$ cat config.mk
export PLATFORM = sky130hd
export DESIGN_NAME = cache_port_arbiter_flat
export DESIGN_NICKNAME = d
export VERILOG_FILES = /design/src/rtl/cache_port_arbiter_if.sv /design/src/rtl/cache_port_arbiter.sv /design/src/flat_wrapper.sv
export SDC_FILE = /design/constraint.sdc
export NUM_CORES = 1
export LEC_CHECK = 0
export CAP_MARGIN = 20
export CORE_UTILIZATION = 46
export DETAILED_ROUTE_END_ITERATION = 16
export PLACE_DENSITY_LB_ADDON = 0.05
export REMOVE_ABC_BUFFERS = 1
export SLEW_MARGIN = 20
export SYNTH_ARGS = -nofsm -noshare
export SYNTH_HDL_FRONTEND = slang
export SYNTH_SLANG_ARGS = --single-unit
$ cat constraint.sdc
create_clock -name clk -period 4.4 [get_ports clk]
set_clock_uncertainty 0.05 [all_clocks]
set_input_delay 0.66 -clock clk [delete_from_list [all_inputs] [get_ports clk]]
set_output_delay 0.66 -clock clk [all_outputs]
set_load 0.05 [all_outputs]
$ cat src/rtl/cache_port_arbiter_if.sv
// Requester-side handshake bundle for one cache_port_arbiter port.
// master = requester driving rq_*, slave = arbiter driving rq_ready and rs_*.
interface cache_port_arbiter_if #(
  parameter int ADDR_W = 32,
  parameter int DATA_W = 32
);
  logic              rq_valid;
  logic              rq_write;
  logic [ADDR_W-1:0] rq_addr;
  logic [DATA_W-1:0] rq_wdata;
  logic              rq_ready;
  logic              rs_valid;
  logic [DATA_W-1:0] rs_rdata;
  logic              rs_hit;
  logic              rs_err;

  modport master (
    output rq_valid, rq_write, rq_addr, rq_wdata,
    input  rq_ready, rs_valid, rs_rdata, rs_hit, rs_err
  );

  modport slave (
    input  rq_valid, rq_write, rq_addr, rq_wdata,
    output rq_ready, rs_valid, rs_rdata, rs_hit, rs_err
  );
endinterface

$ cat src/rtl/cache_port_arbiter.sv
// Round-robin share of one cache port between fetch (port 0) and load/store (port 1), with hit/miss stats and watchdog.
// Latency: accept T, cache command T+1.., response one cycle after c_done; requesters hold rq_valid until rq_ready.
module cache_port_arbiter #(
  parameter int ADDR_W  = 32,
  parameter int DATA_W  = 32,
  parameter int CNT_W   = 16,
  parameter int TIMEOUT = 255
) (
  input  logic                 clk,
  input  logic                 rst_b,
  cache_port_arbiter_if.slave  port_0,
  cache_port_arbiter_if.slave  port_1,
  output logic [ADDR_W-1:0]    c_address,
  output logic [DATA_W-1:0]    c_write_data,
  output logic                 c_read,
  output logic                 c_write,
  input  logic [DATA_W-1:0]    c_read_data,
  input  logic                 c_hit,
  input  logic                 c_miss,
  input  logic                 c_done,
  input  logic                 clr_cnt,
  output logic [CNT_W-1:0]     hit_cnt,
  output logic [CNT_W-1:0]     miss_cnt
);

  typedef enum logic [1:0] {IDLE, BUSY, RESP} state_t;

  localparam logic [11:0]      WD_LAST = 12'(TIMEOUT - 1);
  localparam logic [CNT_W-1:0] CNT_MAX = '1;

  state_t            state;
  logic              favour;   // port that wins a tie; starts at port 0
  logic              id;
  logic              wr;
  logic [11:0]       wdog;
  logic [1:0]        rs_vld;
  logic [DATA_W-1:0] rdata_q;
  logic              hit_q;
  logic              miss_q;
  logic              err_q;

  logic              grant;
  logic              req_any;
  logic              sel_write;
  logic [ADDR_W-1:0] sel_addr;
  logic [DATA_W-1:0] sel_wdata;

  always_comb begin
    grant = port_1.rq_valid;
    if (port_0.rq_valid && port_1.rq_valid) grant = favour;
  end

  assign req_any   = port_0.rq_valid | port_1.rq_valid;
  assign sel_write = grant ? port_1.rq_write : port_0.rq_write;
  assign sel_addr  = grant ? port_1.rq_addr  : port_0.rq_addr;
  assign sel_wdata = grant ? port_1.rq_wdata : port_0.rq_wdata;

  assign port_0.rq_ready = (state == IDLE) && port_0.rq_valid && !grant;
  assign port_1.rq_ready = (state == IDLE) && port_1.rq_valid &&  grant;

  // Response fields are shared; each port only sees them while its own valid is up.
  assign port_0.rs_valid = rs_vld[0];
  assign port_0.rs_rdata = rs_vld[0] ? rdata_q : '0;
  assign port_0.rs_hit   = rs_vld[0] & hit_q;
  assign port_0.rs_err   = rs_vld[0] & err_q;
  assign port_1.rs_valid = rs_vld[1];
  assign port_1.rs_rdata = rs_vld[1] ? rdata_q : '0;
  assign port_1.rs_hit   = rs_vld[1] & hit_q;
  assign port_1.rs_err   = rs_vld[1] & err_q;

  always_ff @(posedge clk or negedge rst_b) begin
    if (!rst_b) begin
      state        <= IDLE;
      favour       <= 1'b0;
      id           <= 1'b0;
      wr           <= 1'b0;
      c_address    <= '0;
      c_write_data <= '0;
      c_read       <= 1'b0;
      c_write      <= 1'b0;
      wdog         <= '0;
      rs_vld       <= '0;
      rdata_q      <= '0;
      hit_q        <= 1'b0;
      miss_q       <= 1'b0;
      err_q        <= 1'b0;
    end else begin
      case (state)
        IDLE: begin
          if (req_any) begin
            id           <= grant;
            wr           <= sel_write;
            c_address    <= sel_addr;
            c_write_data <= sel_wdata;
            c_read       <= !sel_write;
            c_write      <= sel_write;
            wdog         <= '0;
            state        <= BUSY;
          end
        end
        BUSY: begin
          // A completion in the watchdog's last cycle still counts as a completion.
          if (c_done) begin
            c_read  <= 1'b0;
            c_write <= 1'b0;
            rs_vld  <= id ? 2'b10 : 2'b01;
            rdata_q <= wr ? '0 : c_read_data;
            hit_q   <= c_hit;
            miss_q  <= c_miss;
            err_q   <= 1'b0;
            state   <= RESP;
          end else if (wdog == WD_LAST) begin
            c_read  <= 1'b0;
            c_write <= 1'b0;
            rs_vld  <= id ? 2'b10 : 2'b01;
            rdata_q <= '0;
            hit_q   <= 1'b0;
            miss_q  <= 1'b0;
            err_q   <= 1'b1;
            state   <= RESP;
          end else begin
            wdog <= wdog + 12'd1;
          end
        end
        RESP: begin
          rs_vld <= '0;
          favour <= ~id;
          wdog   <= '0;
          state  <= IDLE;
        end
        default: state <= IDLE;
      endcase
    end
  end

  always_ff @(posedge clk or negedge rst_b) begin
    if (!rst_b) begin
      hit_cnt  <= '0;
      miss_cnt <= '0;
    end else if (clr_cnt) begin
      hit_cnt  <= '0;
      miss_cnt <= '0;
    end else if (state == RESP && !err_q) begin
      if (hit_q) begin
        if (hit_cnt != CNT_MAX) hit_cnt <= hit_cnt + CNT_W'(1);
      end else if (miss_q) begin
        if (miss_cnt != CNT_MAX) miss_cnt <= miss_cnt + CNT_W'(1);
      end
    end
  end

endmodule

$ cat src/flat_wrapper.sv
// flat-port wrapper written by rule: the top's interface ports become plain ports
module cache_port_arbiter_flat 
#(
  parameter int ADDR_W  = 32,
  parameter int DATA_W  = 32,
  parameter int CNT_W   = 16,
  parameter int TIMEOUT = 255
)
  (clk, rst_b, c_address, c_write_data, c_read, c_write, c_read_data, c_hit, c_miss, c_done, clr_cnt, hit_cnt, miss_cnt, port_0_rq_valid, port_0_rq_write, port_0_rq_addr, port_0_rq_wdata, port_0_rq_ready, port_0_rs_valid, port_0_rs_rdata, port_0_rs_hit, port_0_rs_err, port_1_rq_valid, port_1_rq_write, port_1_rq_addr, port_1_rq_wdata, port_1_rq_ready, port_1_rs_valid, port_1_rs_rdata, port_1_rs_hit, port_1_rs_err);
  cache_port_arbiter_if #(.ADDR_W(ADDR_W), .DATA_W(DATA_W)) port_0_i ();
  cache_port_arbiter_if #(.ADDR_W(ADDR_W), .DATA_W(DATA_W)) port_1_i ();
  input  logic clk;
  input  logic rst_b;
  output logic [ADDR_W-1:0] c_address;
  output logic [DATA_W-1:0] c_write_data;
  output logic c_read;
  output logic c_write;
  input  logic [DATA_W-1:0] c_read_data;
  input  logic c_hit;
  input  logic c_miss;
  input  logic c_done;
  input  logic clr_cnt;
  output logic [CNT_W-1:0] hit_cnt;
  output logic [CNT_W-1:0] miss_cnt;
  input wire logic [$bits(port_0_i.rq_valid)-1:0] port_0_rq_valid;
  input wire logic [$bits(port_0_i.rq_write)-1:0] port_0_rq_write;
  input wire logic [$bits(port_0_i.rq_addr)-1:0] port_0_rq_addr;
  input wire logic [$bits(port_0_i.rq_wdata)-1:0] port_0_rq_wdata;
  output wire logic [$bits(port_0_i.rq_ready)-1:0] port_0_rq_ready;
  output wire logic [$bits(port_0_i.rs_valid)-1:0] port_0_rs_valid;
  output wire logic [$bits(port_0_i.rs_rdata)-1:0] port_0_rs_rdata;
  output wire logic [$bits(port_0_i.rs_hit)-1:0] port_0_rs_hit;
  output wire logic [$bits(port_0_i.rs_err)-1:0] port_0_rs_err;
  input wire logic [$bits(port_1_i.rq_valid)-1:0] port_1_rq_valid;
  input wire logic [$bits(port_1_i.rq_write)-1:0] port_1_rq_write;
  input wire logic [$bits(port_1_i.rq_addr)-1:0] port_1_rq_addr;
  input wire logic [$bits(port_1_i.rq_wdata)-1:0] port_1_rq_wdata;
  output wire logic [$bits(port_1_i.rq_ready)-1:0] port_1_rq_ready;
  output wire logic [$bits(port_1_i.rs_valid)-1:0] port_1_rs_valid;
  output wire logic [$bits(port_1_i.rs_rdata)-1:0] port_1_rs_rdata;
  output wire logic [$bits(port_1_i.rs_hit)-1:0] port_1_rs_hit;
  output wire logic [$bits(port_1_i.rs_err)-1:0] port_1_rs_err;
  assign port_0_i.rq_valid = port_0_rq_valid;
  assign port_0_i.rq_write = port_0_rq_write;
  assign port_0_i.rq_addr = port_0_rq_addr;
  assign port_0_i.rq_wdata = port_0_rq_wdata;
  assign port_0_rq_ready = port_0_i.rq_ready;
  assign port_0_rs_valid = port_0_i.rs_valid;
  assign port_0_rs_rdata = port_0_i.rs_rdata;
  assign port_0_rs_hit = port_0_i.rs_hit;
  assign port_0_rs_err = port_0_i.rs_err;
  assign port_1_i.rq_valid = port_1_rq_valid;
  assign port_1_i.rq_write = port_1_rq_write;
  assign port_1_i.rq_addr = port_1_rq_addr;
  assign port_1_i.rq_wdata = port_1_rq_wdata;
  assign port_1_rq_ready = port_1_i.rq_ready;
  assign port_1_rs_valid = port_1_i.rs_valid;
  assign port_1_rs_rdata = port_1_i.rs_rdata;
  assign port_1_rs_hit = port_1_i.rs_hit;
  assign port_1_rs_err = port_1_i.rs_err;
  cache_port_arbiter #(.ADDR_W(ADDR_W), .DATA_W(DATA_W), .CNT_W(CNT_W), .TIMEOUT(TIMEOUT)) u_core (.clk(clk), .rst_b(rst_b), .port_0(port_0_i), .port_1(port_1_i), .c_address(c_address), .c_write_data(c_write_data), .c_read(c_read), .c_write(c_write), .c_read_data(c_read_data), .c_hit(c_hit), .c_miss(c_miss), .c_done(c_done), .clr_cnt(clr_cnt), .hit_cnt(hit_cnt), .miss_cnt(miss_cnt));
endmodule
Word level (Yosys, flattened, before mapping)
Index checks and enable logic that the tools add are counted.
{"block": "word_totals", "out_inout_bits": 170, "input_bits": 170, "elab_cells": 102, "reg_bits": 152}
{"block": "op_classes", "bitwise_logic": 6, "reduce_logical": 27, "mux": 40, "n_eq_ne": 10, "n_addsub": 3}
{"cell": "32-bit 2-to-1 mux", "n": 7}
{"cell": "16-bit 2-to-1 mux", "n": 9}
{"cell": "12-bit 2-to-1 mux", "n": 3}
{"cell": "12-bit case mux with 3 select lines", "n": 1}
{"cell": "16-bit by 1-bit adder with 16-bit output (second input constant)", "n": 2}
{"cell": "16-bit != test (second input constant)", "n": 2}
{"cell": "2-bit nonzero test", "n": 8}
{"cell": "12-bit by 1-bit adder with 12-bit output (second input constant)", "n": 1}
{"cell": "12-bit by 8-bit == test with 1-bit output (second input constant)", "n": 1}
{"cell": "2-bit 2-to-1 mux", "n": 6}
{"cell": "1-bit 2-to-1 mux", "n": 10}
{"cell": "2-bit case mux with 2 select lines", "n": 2}
{"cell": "2-bit AND reduction", "n": 4}
{"cell": "4-bit AND reduction", "n": 2}
{"cell": "1-bit logical AND", "n": 6}
{"cell": "2-bit != test (second input constant)", "n": 3}
{"cell": "3-bit AND reduction", "n": 2}
{"cell": "1-bit AND", "n": 4}
{"cell": "1-bit case mux with 2 select lines", "n": 2}
{"cell": "1-bit zero test", "n": 3}
{"cell": "3-bit by 2-bit != test with 1-bit output (second input constant)", "n": 1}
{"cell": "3-bit nonzero test", "n": 1}
{"cell": "2-bit by 1-bit == test with 1-bit output (second input constant)", "n": 1}
{"cell": "2-bit == test (second input constant)", "n": 1}
{"cell": "4 further kinds", "n": 4}

Longest topological paths before layout
{"block": "depth", "word_depth": 6, "depth_mapped": 9, "depth_no_buf": 7}

Least setup slack after synthesis
Ideal clock, no wire load.
{"block": "synth_path", "kind": "input to output", "startpoint": "input port_0_rq_valid", "endpoint": "output port_1_rq_ready", "arrival_time_ps": 1880, "path_buffers": 2, "path_slack_ps": 1810, "stages": 5, "cell_sequence": "inv_1 o21ai_1 buf_2 buf_4 nor2_1"}
{"block": "synth_between", "elab_chain_len": 3}
{"element": "start: declaration", "line_no": "flat_wrapper.sv:25", "text": "input wire logic [$bits(port_0_i.rq_valid)-1:0] port_0_rq_valid;"}
{"element": "1-bit logical AND", "line_no": "cache_port_arbiter.sv:50", "text": "if (port_0.rq_valid && port_1.rq_valid) grant = favour;"}
{"element": "1-bit 2-to-1 mux", "line_no": "cache_port_arbiter.sv:50"}
{"element": "1-bit logical AND", "line_no": "cache_port_arbiter.sv:59", "text": "assign port_1.rq_ready = (state == IDLE) && port_1.rq_valid && grant;"}
{"element": "end: declaration", "line_no": "flat_wrapper.sv:38", "text": "output wire logic [$bits(port_1_i.rq_ready)-1:0] port_1_rq_ready;"}
No other way between the ends.

Final worst setup path
{"block": "layout_path", "startpoint": "input port_0_rq_valid", "endpoint": "output port_0_rq_ready"}
{"block": "layout_between", "elab_chain_len": 4, "word_cells_on_any_way": 5}
{"element": "1-bit logical AND", "line_no": "cache_port_arbiter.sv:50"}
{"element": "1-bit 2-to-1 mux", "line_no": "cache_port_arbiter.sv:50"}
{"element": "1-bit zero test", "line_no": "cache_port_arbiter.sv:58", "text": "assign port_0.rq_ready = (state == IDLE) && port_0.rq_valid && !grant;"}
{"element": "1-bit logical AND *", "line_no": "cache_port_arbiter.sv:58"}
{"element": "end: declaration", "line_no": "flat_wrapper.sv:29", "text": "output wire logic [$bits(port_0_i.rq_ready)-1:0] port_0_rq_ready;"}
Every way passes the cells marked *; elsewhere a longest branch is shown, timed or not.

==> run metrics <==
count of cell types in the netlist=60; first-pass GRT wire length=35810 µm; Post-CTS Setup Inserts=0; fin nets=1278; Critical Path RT=3.69 ns; PwrDens=669.1 mW/mm²; CTS tree=built; Final Cycle Share=74.22%; H-tree depth=4; fillers=1204; Setup CP Type=in2out; initial DRC count=333; vias in the first global route=6570; Synth Instances=777; Async S/R FF share, synth=100.0%; Worst-Skew Late Latency=0.43 ns; syn_area_per_cell=9.812 µm²; die width=130.7 µm; Final Hold Violating Endpoints=0; RSZ-0062 raised after global routing=false; max-slew violation count=0; Cell Area, Synth=0.007624 mm²; # DRC=0; largest net degree at the start of global routing=98; drt via density=5.213; slowest CP cell=clkdlybuf4s50_1; status=finished, final reports clean; Slew HR=36.26%; crit-path max cell delay=0.84 ns; Core Area=0.01606 mm²; TritonRoute pass-1 iters=5; CTS Buffer Depth=2; Buffers on Ports=339; CP Capture Type=primary output; fmax=306.2 MHz; Reg clk slew, reported paths=0.06 ns; I/O Pins=340; sequential share of the synthesized area=49.89%; EDFF count, synth=0; GR Util All Layers=28.09%; layout cell share with drive strength beyond 1=4.946%; worst-path fanout max=5; worst-path cell chain=clkdlybuf4s50_1, inv_1, o21ai_4, and3_1, clkdlybuf4s50_1; max cap viols=0; DP Cell Count=1297; die area=0.01709 mm²; HPWL after detailed placement=17470 µm; initial core utilization=47.48%; global route overflow=0; final setup fails=0; commonest non-fill, non-tap cell in the layout=clkdlybuf4s50_1; die height=130.7 µm; arrival time at the worst endpoint=2.56 ns; Post-CTS Hold Buffers=0; post_cts resized=0; drt total wl=23340 µm; HP Class=in2async; Layout Cells excl Fill=1330; Top cell by count, worst path=clkdlybuf4s50_1; final worst-path setup slack=1.134 ns; Worst R2R Start=u_core.state[1]$_DFFE_PN0P_; Main synth FF type=dfrtp_1; Clock Sinks=152; DRT antenna net count=0; clk root buf=clkbuf_16; startpoint types=primary input; Leak Pwr=5.049 nW; hold slack=0.2904 ns; Critical Path Start=port_0_rq_valid; #FFs+latches synth=152; synth warn=0; Power Total=7.884 mW; GP Congestion=0.8207; DR vias=6933; Syn-to-layout area delta=54.57%; initial antenna violation count=2; Routed wire per std cell=17.55 µm; Tightest Pin Transition=0.9560 ns; row count=46; pre-CTS WS=1.131 ns; fin crit period=3.266 ns; most frequent cells in the layout=clkdlybuf4s50_1 (337), dfrtp_1 (152), nand2_1 (114), and2_1 (71), mux2i_1 (69); CTS buffer count=17; VDD IR max=0.4366 mV
power breakdown:
group	switching [mW]	internal, mW
clock	0.584	0.844
combinational	2.73	1.45
sequential	0.386	1.89
total	3.70	4.18
final timing paths:
check,endpoint,slack (ns),cells past startpoint
hold / removal,u_core.rdata_q[6]$_DFFE_PN0P_,0.29,1
min in group clk,u_core.c_address[29]$_DFFE_PN0P_,0.43,2
hold reg to reg,u_core.c_address[29]$_DFFE_PN0P_,0.43,2
setup / recovery,port_0_rq_ready,1.13,5
setup reg to reg,u_core.wdog[10]$_DFFE_PN0P_,1.81,6
max in group asynchronous,u_core.c_address[16]$_DFFE_PN0P_,3.04,2
worst max-delay path: cells and delay by family:
family	cells	cell delay, ns
AND/OR/NAND/NOR	1	0.18
AO/OA/AOI/OAI	1	0.19
buffers and inverters	3	1.53
flip-flops by register name, summed over array words and instances (netlist names), 2 cells and up:
register,cells
u_core.rdata_q,32
u_core.miss_cnt,16
u_core.state,2
u_core.c_address,32
u_core.hit_cnt,16
u_core.c_write_data,32
u_core.rs_vld,2
u_core.wdog,12
layer usage:
| metal | wire [µm] | part of all wire (%) | up-vias | global-route usage (%) |
|---|---|---|---|---|
| li1 | - | - | 3361 | - |
| met1 | 8670 | 37 | 3306 | 31.35 |
| met2 | 12100 | 52 | 221 | 48.02 |
| met3 | 1828 | 7.8 | 45 | 10.22 |
| met4 | 743 | 3.2 | 0 | 12.64 |
| met5 | 0 | 0 | - | 0 |
area by class of cell:
type / count / area (µm²) / share of cell area [%]
sequential: 152 / 3804 / 32.28
multi-input combinational: 569 / 3602 / 30.57
timing repair buffer: 349 / 3490 / 29.61
clock buffer: 19 / 442.9 / 3.759
tap: 216 / 270.3 / 2.293
clock inverter: 12 / 128.9 / 1.094
inverter: 11 / 41.29 / 0.3504
antenna: 2 / 5.005 / 0.04247
cell usage after synthesis (all sizes together), types with 2 or more instances:
master	n	area (µm²)
nor2	43	161.4
or2	2	12.52
and2	71	444.2
o21a	2	15.01
or3	5	36.28
o211ai	4	30.03
nor4b	4	47.55
dfrtp	152	3804
nand3	16	92.59
nor2b	2	12.51
mux2i	69	690.7
inv	11	41.29
nand3b	2	15.01
xnor2	22	192.7
and3	7	48.80
buf	16	90.09
nor4	9	62.56
o21ai	95	475.5
nand2b	2	12.51
ha	8	100.1
clkbuf	29	108.9
a31oi	2	12.51
nand2	114	427.9
a32o	3	30.03
nor3b	2	15.01
nor3	7	35.03
or4	2	15.01
a21oi	12	60.06
o31ai	5	37.54
a31o	2	17.52
a22o	19	166.4
xor2	4	35.03
o41ai	2	25.03
nand4	17	121.4
through the flow:
step,TNS (ns),utilization (%),instance area (µm²)
detailed placement,0,69.82,11210
floorplan,-96.46,-,7425
global route,0,73.38,11780
global placement,0,69.82,11210
finish,0,73.38,11780
CTS,0,73.38,11780
logic make-up after synthesis:
logic type      Yosys count  share of synthesized area (%)
compound gates          156                          12.49
xor+xnor                 26                          2.987
fa+ha+maj                 8                          1.313
buf+inv                  56                          3.151
flops                   152                          49.89
mux                      69                          9.060
simple gates            310                          21.11
(Power assumes the default switching activity.)
